[config.mk]
export PLATFORM = sky130hd
export DESIGN_NAME = div_check_scheduler
export DESIGN_NICKNAME = d
export VERILOG_FILES = /design/src/rtl/div_check_scheduler.sv
export SDC_FILE = /design/constraint.sdc
export NUM_CORES = 1
export LEC_CHECK = 0
export ABC_CLOCK_PERIOD_IN_PS = 2130
export CAP_MARGIN = 10
export CORE_ASPECT_RATIO = 2
export CORE_MARGIN = 2
export CORE_UTILIZATION = 50
export DETAILED_ROUTE_END_ITERATION = 10
export GPL_ROUTABILITY_DRIVEN = 0
export PLACE_DENSITY = 0.78
export SETUP_SLACK_MARGIN = 0.4
export SLEW_MARGIN = 0
export SYNTH_ARGS = -nofsm -noshare
export SYNTH_HDL_FRONTEND = slang
export SYNTH_SLANG_ARGS = --single-unit
[constraint.sdc]
create_clock -name clk -period 2.13 [get_ports clk]
set_clock_uncertainty 0.15 [all_clocks]
set_input_delay 0.3195 -clock clk [delete_from_list [all_inputs] [get_ports clk]]
set_output_delay 0.3195 -clock clk [all_outputs]
set_load 0.02 [all_outputs]
[src/rtl/div_check_scheduler.sv]
// Round-robin front end sharing one MSB-first serial divisibility checker between two requesters.
// Captures the granted word, streams it out serially and reports (value mod DIVISOR) tagged with the owner.
module div_check_scheduler #(
  parameter int unsigned WIDTH   = 8,
  parameter int unsigned DIVISOR = 4
) (
  input  logic             clk,
  input  logic             rst,
  input  logic             req0,
  input  logic [WIDTH-1:0] data0,
  input  logic             req1,
  input  logic [WIDTH-1:0] data1,
  output logic             gnt0,
  output logic             gnt1,
  output logic             ser_out,
  output logic             ser_valid,
  output logic             busy,
  output logic             done,
  output logic             done_id,
  output logic             divisible,
  output logic [3:0]       residue
);

  localparam int unsigned CW   = (WIDTH > 1) ? $clog2(WIDTH) : 1;
  localparam logic [4:0]  DIV5 = 5'(DIVISOR);

  localparam logic [1:0] IDLE  = 2'd0;
  localparam logic [1:0] SHIFT = 2'd1;
  localparam logic [1:0] DONE  = 2'd2;

  logic [1:0]       state, state_nx;
  logic [WIDTH-1:0] shreg, shreg_nx;
  logic [CW-1:0]    cnt, cnt_nx;
  logic [3:0]       r, r_nx;
  logic             cur_id, cur_id_nx;
  logic             ptr, ptr_nx;

  logic             gnt0_nx, gnt1_nx, ser_out_nx, ser_valid_nx, busy_nx, done_nx;
  logic             done_id_nx, divisible_nx;
  logic [3:0]       residue_nx;

  logic [4:0]       sum;
  logic [3:0]       r_upd;
  logic             winner;
  logic [WIDTH-1:0] win_word;

  // State and registered outputs
  always_ff @(posedge clk or negedge rst) begin
    if (!rst) begin
      state     <= IDLE;
      shreg     <= '0;
      cnt       <= '0;
      r         <= '0;
      cur_id    <= 1'b0;
      ptr       <= 1'b0;
      gnt0      <= 1'b0;
      gnt1      <= 1'b0;
      ser_out   <= 1'b0;
      ser_valid <= 1'b0;
      busy      <= 1'b0;
      done      <= 1'b0;
      done_id   <= 1'b0;
      divisible <= 1'b0;
      residue   <= '0;
    end else begin
      state     <= state_nx;
      shreg     <= shreg_nx;
      cnt       <= cnt_nx;
      r         <= r_nx;
      cur_id    <= cur_id_nx;
      ptr       <= ptr_nx;
      gnt0      <= gnt0_nx;
      gnt1      <= gnt1_nx;
      ser_out   <= ser_out_nx;
      ser_valid <= ser_valid_nx;
      busy      <= busy_nx;
      done      <= done_nx;
      done_id   <= done_id_nx;
      divisible <= divisible_nx;
      residue   <= residue_nx;
    end
  end

  // Next-state, arbitration and residue update
  always_comb begin
    state_nx     = state;
    shreg_nx     = shreg;
    cnt_nx       = cnt;
    r_nx         = r;
    cur_id_nx    = cur_id;
    ptr_nx       = ptr;
    gnt0_nx      = 1'b0;
    gnt1_nx      = 1'b0;
    ser_out_nx   = 1'b0;
    ser_valid_nx = 1'b0;
    busy_nx      = 1'b0;
    done_nx      = 1'b0;
    done_id_nx   = done_id;
    divisible_nx = divisible;
    residue_nx   = residue;

    sum      = {r, 1'b0} + 5'(shreg[WIDTH-1]);
    r_upd    = (sum >= DIV5) ? 4'(sum - DIV5) : sum[3:0];
    winner   = (req0 && req1) ? ptr : req1;
    win_word = winner ? data1 : data0;

    case (state)
      // The DONE cycle hands straight to the next winner so words stream at WIDTH+1 cycles each
      IDLE, DONE: begin
        state_nx = IDLE;
        if (req0 || req1) begin
          state_nx     = SHIFT;
          shreg_nx     = win_word;
          cur_id_nx    = winner;
          r_nx         = '0;
          cnt_nx       = '0;
          ptr_nx       = ~winner;
          gnt0_nx      = ~winner;
          gnt1_nx      = winner;
          busy_nx      = 1'b1;
          ser_valid_nx = 1'b1;
          ser_out_nx   = win_word[WIDTH-1];
        end
      end
      SHIFT: begin
        r_nx     = r_upd;
        shreg_nx = {shreg[WIDTH-2:0], 1'b0};
        cnt_nx   = cnt + CW'(1);
        busy_nx  = 1'b1;
        if (cnt == CW'(WIDTH - 1)) begin
          state_nx     = DONE;
          done_nx      = 1'b1;
          done_id_nx   = cur_id;
          residue_nx   = r_upd;
          divisible_nx = (r_upd == 4'd0);
        end else begin
          ser_valid_nx = 1'b1;
          ser_out_nx   = shreg[WIDTH-2];
        end
      end
      default: state_nx = IDLE;
    endcase
  end

endmodule

==> metrics list, run 1 <==
- The flow ran to the end, and the final reports show no timing, DRC or antenna violations.
- Initial detailed-routing violation count: 37
- Relative max-transition margin: 0.7185
- On the critical path, the stage with the largest delay is an instance of sky130_fd_sc_hd__clkdlybuf4s50_1.
* Classification of the worst setup path: reg -> out
- Post-synthesis mux area share: 0.08013
- Crit start category: register
- Summed over all cells, the static leakage comes to approximately 0.93 nW.
* Clock tree sinks: 31
- FILL cells: 250
- Area share of the largest cell type after synthesis: 0.5070
* Clock network fraction of design power: 0.189
- The detail route stage leaves a number of antenna-violating nets equal to 0.
- Total power for the finished layout comes to about 2.5 mW.
- CORE AREA: approximately 2900 sq um
* Final Net Count: 197
- Half-perimeter wire length after placement: 2.291 mm
- The critical path goes through clkdlybuf4s50_1.
- Number of endpoints failing setup at the final stage: 0
- By area, the combinational part of the netlist is dominated by compound AO/OA/AOI/OAI gates.
- Max-cap viol count: 0
- In the routed design, unresolved DRC markers number 0.
- The cell area that synthesis handed to floorplanning was 1530 sq um.
- Measured in cells, the most critical reg-to-reg path has a length of 6.
- Crit path depth: 1
- In this run the tool buffered the top-level ports with 31 buffer cells.
* First drt pass iteration count: 4
* GRT overflow: 0
* Die H: between 80 and 90 microns
- Req. time, crit path: 1.66 ns
- Register bit count reported by yosys: 31
- Clock tree synthesis inserted a total of 5 buffers.
- The tightest hold path in the finished design has a slack of ~0.28 ns.
* Basic-gate share of the synthesized area counting and, or, nand and nor cells: 0.1406
- In this run the worst path has a maximum fanout of 2.
- CP Capture Type: output pin
- Cell type with the largest total area after synthesis: sky130_fd_sc_hd__dfrtp_1
- The initial utilization of the core area, before any placement, comes to 0.5200.
- Fraction of registers with async set/reset: 1.000
- In the synthesized netlist, the number of instances is 137.
- Cell at the root of the clock tree: sky130_fd_sc_hd__clkbuf_8
* Fraction of layout cells with a size suffix above 1: 0.1494
* Number of hold violations in the final report: 0
- For this design the ratio of total power to cell area is roughly 1200 nW/um^2.
- On the critical path the largest part of the delay comes from buffers and inverters.
- Synthesized-area fraction occupied by ao, oa, aoi and oai cells: 0.1799
- For the pin with the worst max-slew slack, the measured transition is approximately 0.42 ns.
- Clock insertion delay at the later pin of the skew report: between 0.2 and 0.3 ns
* Area Growth Syn to Fin: 29.52%
* Synth Area in Adders: 0.02453
* RSZ-0062 raised after global routing: true
* Logic gate share of total power: 0.398
- The detailed router placed 1165 vias in this run.
- Count of antenna diodes in the layout: 0
- The first global-routing pass estimated 5.119 mm of wire.
- Post-synthesis average cell area: 11.17 sq um
- Synthesized net count: 160
- In the final timing run, aggregate negative setup slack is 0 ns.
* Warning count from the yosys run: 0
- During I/O placement, the number of pins put on the boundary was 32.
* CTS tree: done
- Post-DR wirelength/cell: 15.06 microns
- The number of max-slew violations in the final report was 0.
- Counting along the longest clock path gives a buffer depth of 2.
* DR vias/cell: ~5.7
* Sequential group share of total power: 0.413
- Of the total power, the share spent switching nets is 0.3589.
- For this design the total switching power over the nets is 0.8839 mW.
* Largest cells by area after synthesis: sky130_fd_sc_hd__dfrtp_1 (51%), sky130_fd_sc_hd__mux2i_1 (6.5%), sky130_fd_sc_hd__nand2_1 (4.2%)
* Arrival time at the worst endpoint: about 1.2 ns
- The synthesized design contains 0 enable-type register cells.
- Worst path bufs/invs: 1
- Xor/xnor cell area share of the yosys netlist: 0.005724
- The number of global-route vias before repair came to between 1000 and 1500.
- Synth unique cells: 37
- In this run the number of H-tree levels came out at 2.
- Clock-pin slew was measured on the worst setup and hold paths at around 0.06 ns.
- Final critical-path share of the clock period: 0.7933
* Max Clock Freq: roughly 590 MHz
- The most common cell in the synthesized netlist is sky130_fd_sc_hd__dfrtp_1.
- Antenna violations before repair: 0
- The floorplan step defined a die boundary enclosing around 3500 sq um.
- On the worst path, the slowest cell contributes a delay of 0.60 ns.
* Top cells by count, synth: sky130_fd_sc_hd__dfrtp_1 (31), sky130_fd_sc_hd__nand2_1 (17), sky130_fd_sc_hd__o21ai_0 (12)
- Of the synthesized area, sequential elements account for 0.5070.
- The floorplan step set the die width to between 40 and 50 microns.
- Largest net degree at the start of global routing: 32
* Min-Delay Path Class: in -> async
- Number of rows in the core area: 28
- The routed design could run at a clock period as short as ~1.7 ns.
- Flip-flop cell with the highest count after synthesis: sky130_fd_sc_hd__dfrtp_1
- Internal Dissipation: between 1.5 and 2 mW
* Peak supply drop: around 0.73 mV
- Total wire length: ~3.1 mm
* Total global-route track usage: 0.1956
## through the flow
step | setup slack (ns) | utilization | area, sq um | instances
final | 0.4403 | 0.6735 | 1982 | 204
after CTS | 0.4001 | 0.6650 | 1957 | 203
after global routing | 0.3705 | 0.6735 | 1982 | 204
after detailed placement | 0.1544 | 0.6339 | 1866 | 196
after floorplan | 0.5285 | - | 1530 | 137
after global placement | 0.2191 | 0.6339 | 1866 | 196
## worst reg2reg max path, cell delays in order, from the launching register on
cell and delay [ns]:
sky130_fd_sc_hd__dfrtp_1 0.37, sky130_fd_sc_hd__ha_1 0.16, sky130_fd_sc_hd__ha_2 0.20, sky130_fd_sc_hd__nand3b_4 0.15, sky130_fd_sc_hd__inv_4 0.12, sky130_fd_sc_hd__mux2_2 0.33
sky130_fd_sc_hd__o21a_1 0.10
## path summary, 6_finish.rpt
check / startpoint / to / slack (ns)
hold reg to reg: residue[0] / residue[0] / 0.31
setup reg to reg: cnt[1] / divisible / 0.44
setup / recovery: residue[2] / residue[2] / 0.44
max in group asynchronous: rst / state[0] / 1.24
min in group clk: residue[0] / residue[0] / 0.31
hold / removal: rst / cnt[2] / 0.28
## placed cells by master, fill, tap and decap left out, drive strengths merged
| cell type | synthesis | final |
|---|---|---|
| dlymetal6s2s | 0 | 6 |
| o21ai | 14 | 14 |
| o22ai | 1 | 1 |
| and2 | 2 | 2 |
| a2111oi | 1 | 1 |
| clkdlybuf4s50 | 0 | 25 |
| mux2i | 10 | 10 |
| a32oi | 1 | 1 |
| nor2 | 3 | 3 |
| a22o | 1 | 1 |
| xor2 | 1 | 1 |
| a31oi | 1 | 1 |
| nand3b | 2 | 2 |
| clkinv | 0 | 1 |
| nand2 | 17 | 17 |
| nand2b | 2 | 2 |
| a22oi | 1 | 1 |
| ha | 3 | 3 |
| a221o | 6 | 6 |
| nor3 | 2 | 2 |
| or2 | 1 | 1 |
| a21boi | 1 | 1 |
| a21oi | 4 | 4 |
| inv | 6 | 6 |
| a21o | 1 | 1 |
| dfrtp | 31 | 31 |
| a211oi | 1 | 1 |
| o31ai | 4 | 4 |
| clkbuf | 1 | 6 |
| mux2 | 2 | 2 |
| or4b | 6 | 6 |
| and3 | 1 | 1 |
| buf | 9 | 9 |
| o21a | 1 | 1 |
## flip-flops by register name, indices dropped and copies added, names as in the netlist, 2 cells and up
name     flops
cnt          3
r            4
residue      4
shreg        8
state        2
## area by class of cell
class                      instances  area, sq um  share of cell area
clock buffer                       6        82.58             0.04167
clock inverter                     1        5.005            0.002525
inverter                           6        25.02             0.01263
multi-input combinational         90        661.9              0.3340
sequential                        31        777.0              0.3920
tap                               30        37.54             0.01894
timing repair buffer              40        392.9              0.1982
## what timing repair did
item                       CTS  global route
setup buffers                0             1
gates resized for setup      2             7
hold buffers                 0             0
setup endpoints to repair    1            12
## logic make-up after synthesis
| logic type | after synthesis |
|---|---|
| simple gates | 36 |
| flops | 31 |
| mux | 12 |
| fa+ha+maj | 3 |
| compound gates | 38 |
| buf+inv | 16 |
| xor+xnor | 1 |
## layer usage
layer	track usage	wire [microns]	vias up	share of wire
met2	0.3642	1724	38	0.56
met3	0.04783	140	12	0.046
met1	0.1946	1138	550	0.37
li1	-	-	565	-
met4	0.09697	70	0	0.023
met5	0	0	-	0
## power groups by stage
stage	clock (mW)	sequential [mW]	combinational, mW
final	0.464	1.02	0.981
after CTS	0.473	1.03	0.985
after detailed placement	0	1.04	0.972
after global routing	0.505	1.05	1.09
after global placement	0	1.02	0.938
after floorplan	0	1.06	0.590
(Power assumes the default switching activity.)
==> inputs of run 2 (changes only) <==
--- a/config.mk
+++ b/config.mk
@@ -5,7 +5,7 @@
 export SDC_FILE = /design/constraint.sdc
 export NUM_CORES = 1
 export LEC_CHECK = 0
-export ABC_CLOCK_PERIOD_IN_PS = 2130
+export ABC_CLOCK_PERIOD_IN_PS = 1600
 export CAP_MARGIN = 10
 export CORE_ASPECT_RATIO = 2
 export CORE_MARGIN = 2
==> constraint.sdc (replaced) <==
create_clock -name clk -period 1.6 [get_ports clk]
set_clock_uncertainty 0.15 [all_clocks]
set_input_delay 0.24 -clock clk [delete_from_list [all_inputs] [get_ports clk]]
set_output_delay 0.24 -clock clk [all_outputs]
set_load 0.02 [all_outputs]
==> metrics list, run 2 (synthesized netlist as in run 1, its figures left out) <==
- Crit start category: register (unchanged)
- Wire length of the first global-routing pass: 6.361 mm (was 5.119 mm)
* Clock tree sinks: 31 (unchanged)
- The layer carrying the most global-route usage is met2 (unchanged).
- Actual transition at the worst max-transition pin: 0.2413 ns (was 0.4222 ns)
- Number of buffers created by CTS: 5 (unchanged)
- Critical path fanouts, max: 7 (was 2)
- Antenna violations before repair: 0 (unchanged)
- Chain of cells forming the critical path: buf_6 -> buf_4 -> nand3b_4 -> inv_4 -> mux2_4 -> o21a_1 (was clkdlybuf4s50_1).
- The die footprint is 3546 sq um (unchanged).
* Count of antenna diodes in the layout: 0 (unchanged)
- Post-DR wirelength/cell: 19.43 microns (was 15.06 microns)
- The total area of multi-input combinational cells came to 873.3 sq um (was 661.9 sq um).
- The register bank with the most flops was shreg (unchanged).
- The delay of the slowest cell on the worst path came to 0.48 ns (was 0.60 ns).
- Final critical-path share of the clock period: 0.9739
- Met1 capacity usage during global routing: 0.2437 (was 0.1946)
- Classification of the worst setup path: reg -> reg (was reg -> out)
- Cell at the slowest stage of the critical path: sky130_fd_sc_hd__dfrtp_2 (was sky130_fd_sc_hd__clkdlybuf4s50_1)
- Min-Delay Path Class: in -> async (unchanged)
- The number of search-and-repair iterations in the first detailed-routing pass came to 4 (unchanged).
- The total congestion overflow is 0 (unchanged).
- For this run, the top clock speed supported by timing is 641.8 MHz.
- Worst path bufs/invs: 3 (was 1)
* Total wire length: 4.643 mm (was 3.073 mm)
- The clock tree buffer depth was 2 (unchanged).
- Pre-CTS worst setup slack: -0.3225 ns (was 0.1544 ns)
* Top library cells by usage in the layout, fill and taps aside: sky130_fd_sc_hd__buf_6 (29), sky130_fd_sc_hd__dfrtp_1 (28), sky130_fd_sc_hd__buf_4 (23) (was sky130_fd_sc_hd__dfrtp_1 (30), sky130_fd_sc_hd__clkdlybuf4s50_1 (25), sky130_fd_sc_hd__nand2_1 (17))
- Relative max-transition margin: 0.8346 (was 0.7185)
- Status: complete, no violations (unchanged)
- Fraction of layout cells with a size suffix above 1: 0.5598 (was 0.1494)
* X dimension of the die: 43.12 microns (unchanged)
- Final worst slack: 0.04183 ns (was 0.4403 ns)
* Post-Layout Cell Count: 239 (was 204)
- The areal power density over the cells came to 1719 nW/um^2 (was 1243 nW/um^2).
* Number of remaining DRC errors: 0 (unchanged)
- Grt met3 use: 0.06304 (was 0.04783)
* Quantity of I/O buffers inserted on ports: 31 (unchanged)
- Initial detailed-routing violation count: 41 (was 37)
- RSZ-0062 raised after global routing: true (unchanged).
- Final critical-path required period: approximately 1.6 ns
* Number of rows in the core area: 28 (unchanged)
* Pins Over Slew Limit: 0 (unchanged)
- The required time at the endpoint of the critical path is 1.63 ns (was 1.66 ns).
- CTS tree: done (unchanged)
- The hold violation count in the final report came to 0 (unchanged).
- The pin count of the biggest net entering global routing came to 32 (unchanged).
- Final Net Count: 231 (was 197)
- Clock transition at the registers of the reported paths: 0.07 ns (was 0.06 ns)
- Area Growth Syn to Fin: 65.66% (was 29.52%)
* CP Capture Type: register (was output pin)
* Arrival time at the worst endpoint: 1.59 ns (was 1.22 ns)
* Via count of the first global-routing pass: 1387 (was 1140)
- The final setup violation count is 0 (unchanged).
- The kind of cell with the highest combined delay on the critical path was flip-flops (was buffers and inverters).
* Clock insertion delay at the later pin of the skew report: 0.30 ns (was 0.28 ns)
* FILL cells: 143 (was 250)
- The worst setup path startpoint is state[0] (was residue[2]).
- The number of vias after detailed routing came to 1404 (was 1165).
- DR vias/cell: 5.874 (was 5.711)
* Cell at the root of the clock tree: sky130_fd_sc_hd__clkbuf_8 (unchanged)
- Peak supply drop: 1.090 mV (was 0.7281 mV)
- The initial cell density of the core is 0.5200 (unchanged).
* Post-CTS Hold Buffers: 0 (unchanged)
- Half-perimeter wire length after placement: 2.745 mm (was 2.291 mm)
- The flip-flop count of the largest register, all copies and words added is 8 (unchanged).
- DRT antenna net count: 0 (unchanged)
- Standby leakage power: 1.137 nW (was 0.9315 nW)
- The global-route usage over all layers came to 0.2516 (was 0.1956).
* Count of placed standard cells including taps: 209 (was 196)
* Number of top-level pins: 32 (unchanged)
- Largest registers: shreg (8), r (4), residue (4) (unchanged).
- The routing usage on met2 is 0.4567 (was 0.3642).
* Sequential cell area: 779.5 sq um (was 777.0 sq um)
* Commonest non-fill, non-tap cell in the layout: sky130_fd_sc_hd__buf_6 (was sky130_fd_sc_hd__dfrtp_1)
- The count of H-tree levels built during CTS came to 2 (unchanged).
* Worst R2R Start: state[0] (was cnt[1])
- Die H: 82.24 microns (unchanged)
- CORE AREA: 2943 sq um (unchanged)
- Max-cap viol count: 0 (unchanged)
==> run 2: final timing paths <==
path | to | slack, ns | cells after the start
setup / recovery | divisible | 0.04 | 6
hold / removal | state[1] | 0.16 | 2
setup reg to reg | divisible | 0.04 | 6
hold reg to reg | done_id | 0.35 | 2
max in group asynchronous | state[0] | 0.95 | 2
min in group clk | ptr | 0.26 | 3
==> run 2: layout make-up <==
cell class / instances / share of cell area
inverters: 6 / 0.01185
multi-input cells: 90 / 0.3445
flip-flops and latches: 31 / 0.3075
clock inverters: 1 / 0.001974
repair buffers: 74 / 0.2853
clock buffers: 7 / 0.03406
well taps: 30 / 0.01481
==> run 2: metal layers <==
layer | up-vias | share of wire
li1 | 640 | -
met1 | 708 | 0.33
met2 | 41 | 0.60
met3 | 15 | 0.031
met4 | 0 | 0.035
met5 | - | 0
==> run 2: per-stage QoR <==
| stage | cell area (sq um) | util | TNS (ns) | hold slack, ns | total power, mW |
|---|---|---|---|---|---|
| final | 2535 | 0.8614 | 0 | 0.1594 | 4.357 |
| after global routing | 2535 | 0.8614 | 0 | 0.1818 | 4.574 |
| after CTS | 2341 | 0.7955 | 0 | 0.1671 | 3.923 |
| after detailed placement | 2032 | 0.6905 | -4.414 | 0.3151 | 2.936 |
| after global placement | 2032 | 0.6905 | -3.347 | 0.3080 | 2.815 |
| after floorplan | 1624 | - | 0 | -0.2056 | 2.357 |
==> run 2: what timing repair did <==
| action | in CTS | in global routing |
|---|---|---|
| pin swaps | 14 | 13 |
| endpoints found under the setup margin | 42 | 41 |
| buffers inserted | 18 | 4 |
| resized for setup | 92 | 52 |
==> run 2: report_power, final <==
group          total, mW  internal, mW  switching (mW)  leakage [nW]
Sequential          1.40          1.10           0.299         0.384
Combinational       2.30          1.25            1.06         0.704
Clock              0.654         0.347           0.308        0.0482
Total               4.36          2.69            1.66          1.14
==> inputs of run 3 (changes only) <==
--- a/config.mk
+++ b/config.mk
@@ -5,6 +5,7 @@
 export SDC_FILE = /design/constraint.sdc
 export NUM_CORES = 1
 export LEC_CHECK = 0
+export ABC_AREA = 0
 export ABC_CLOCK_PERIOD_IN_PS = 1600
 export CAP_MARGIN = 10
 export CORE_ASPECT_RATIO = 2
==> results of run 3 <==
Final layout, timing and power as in run 2 (identical DEF).
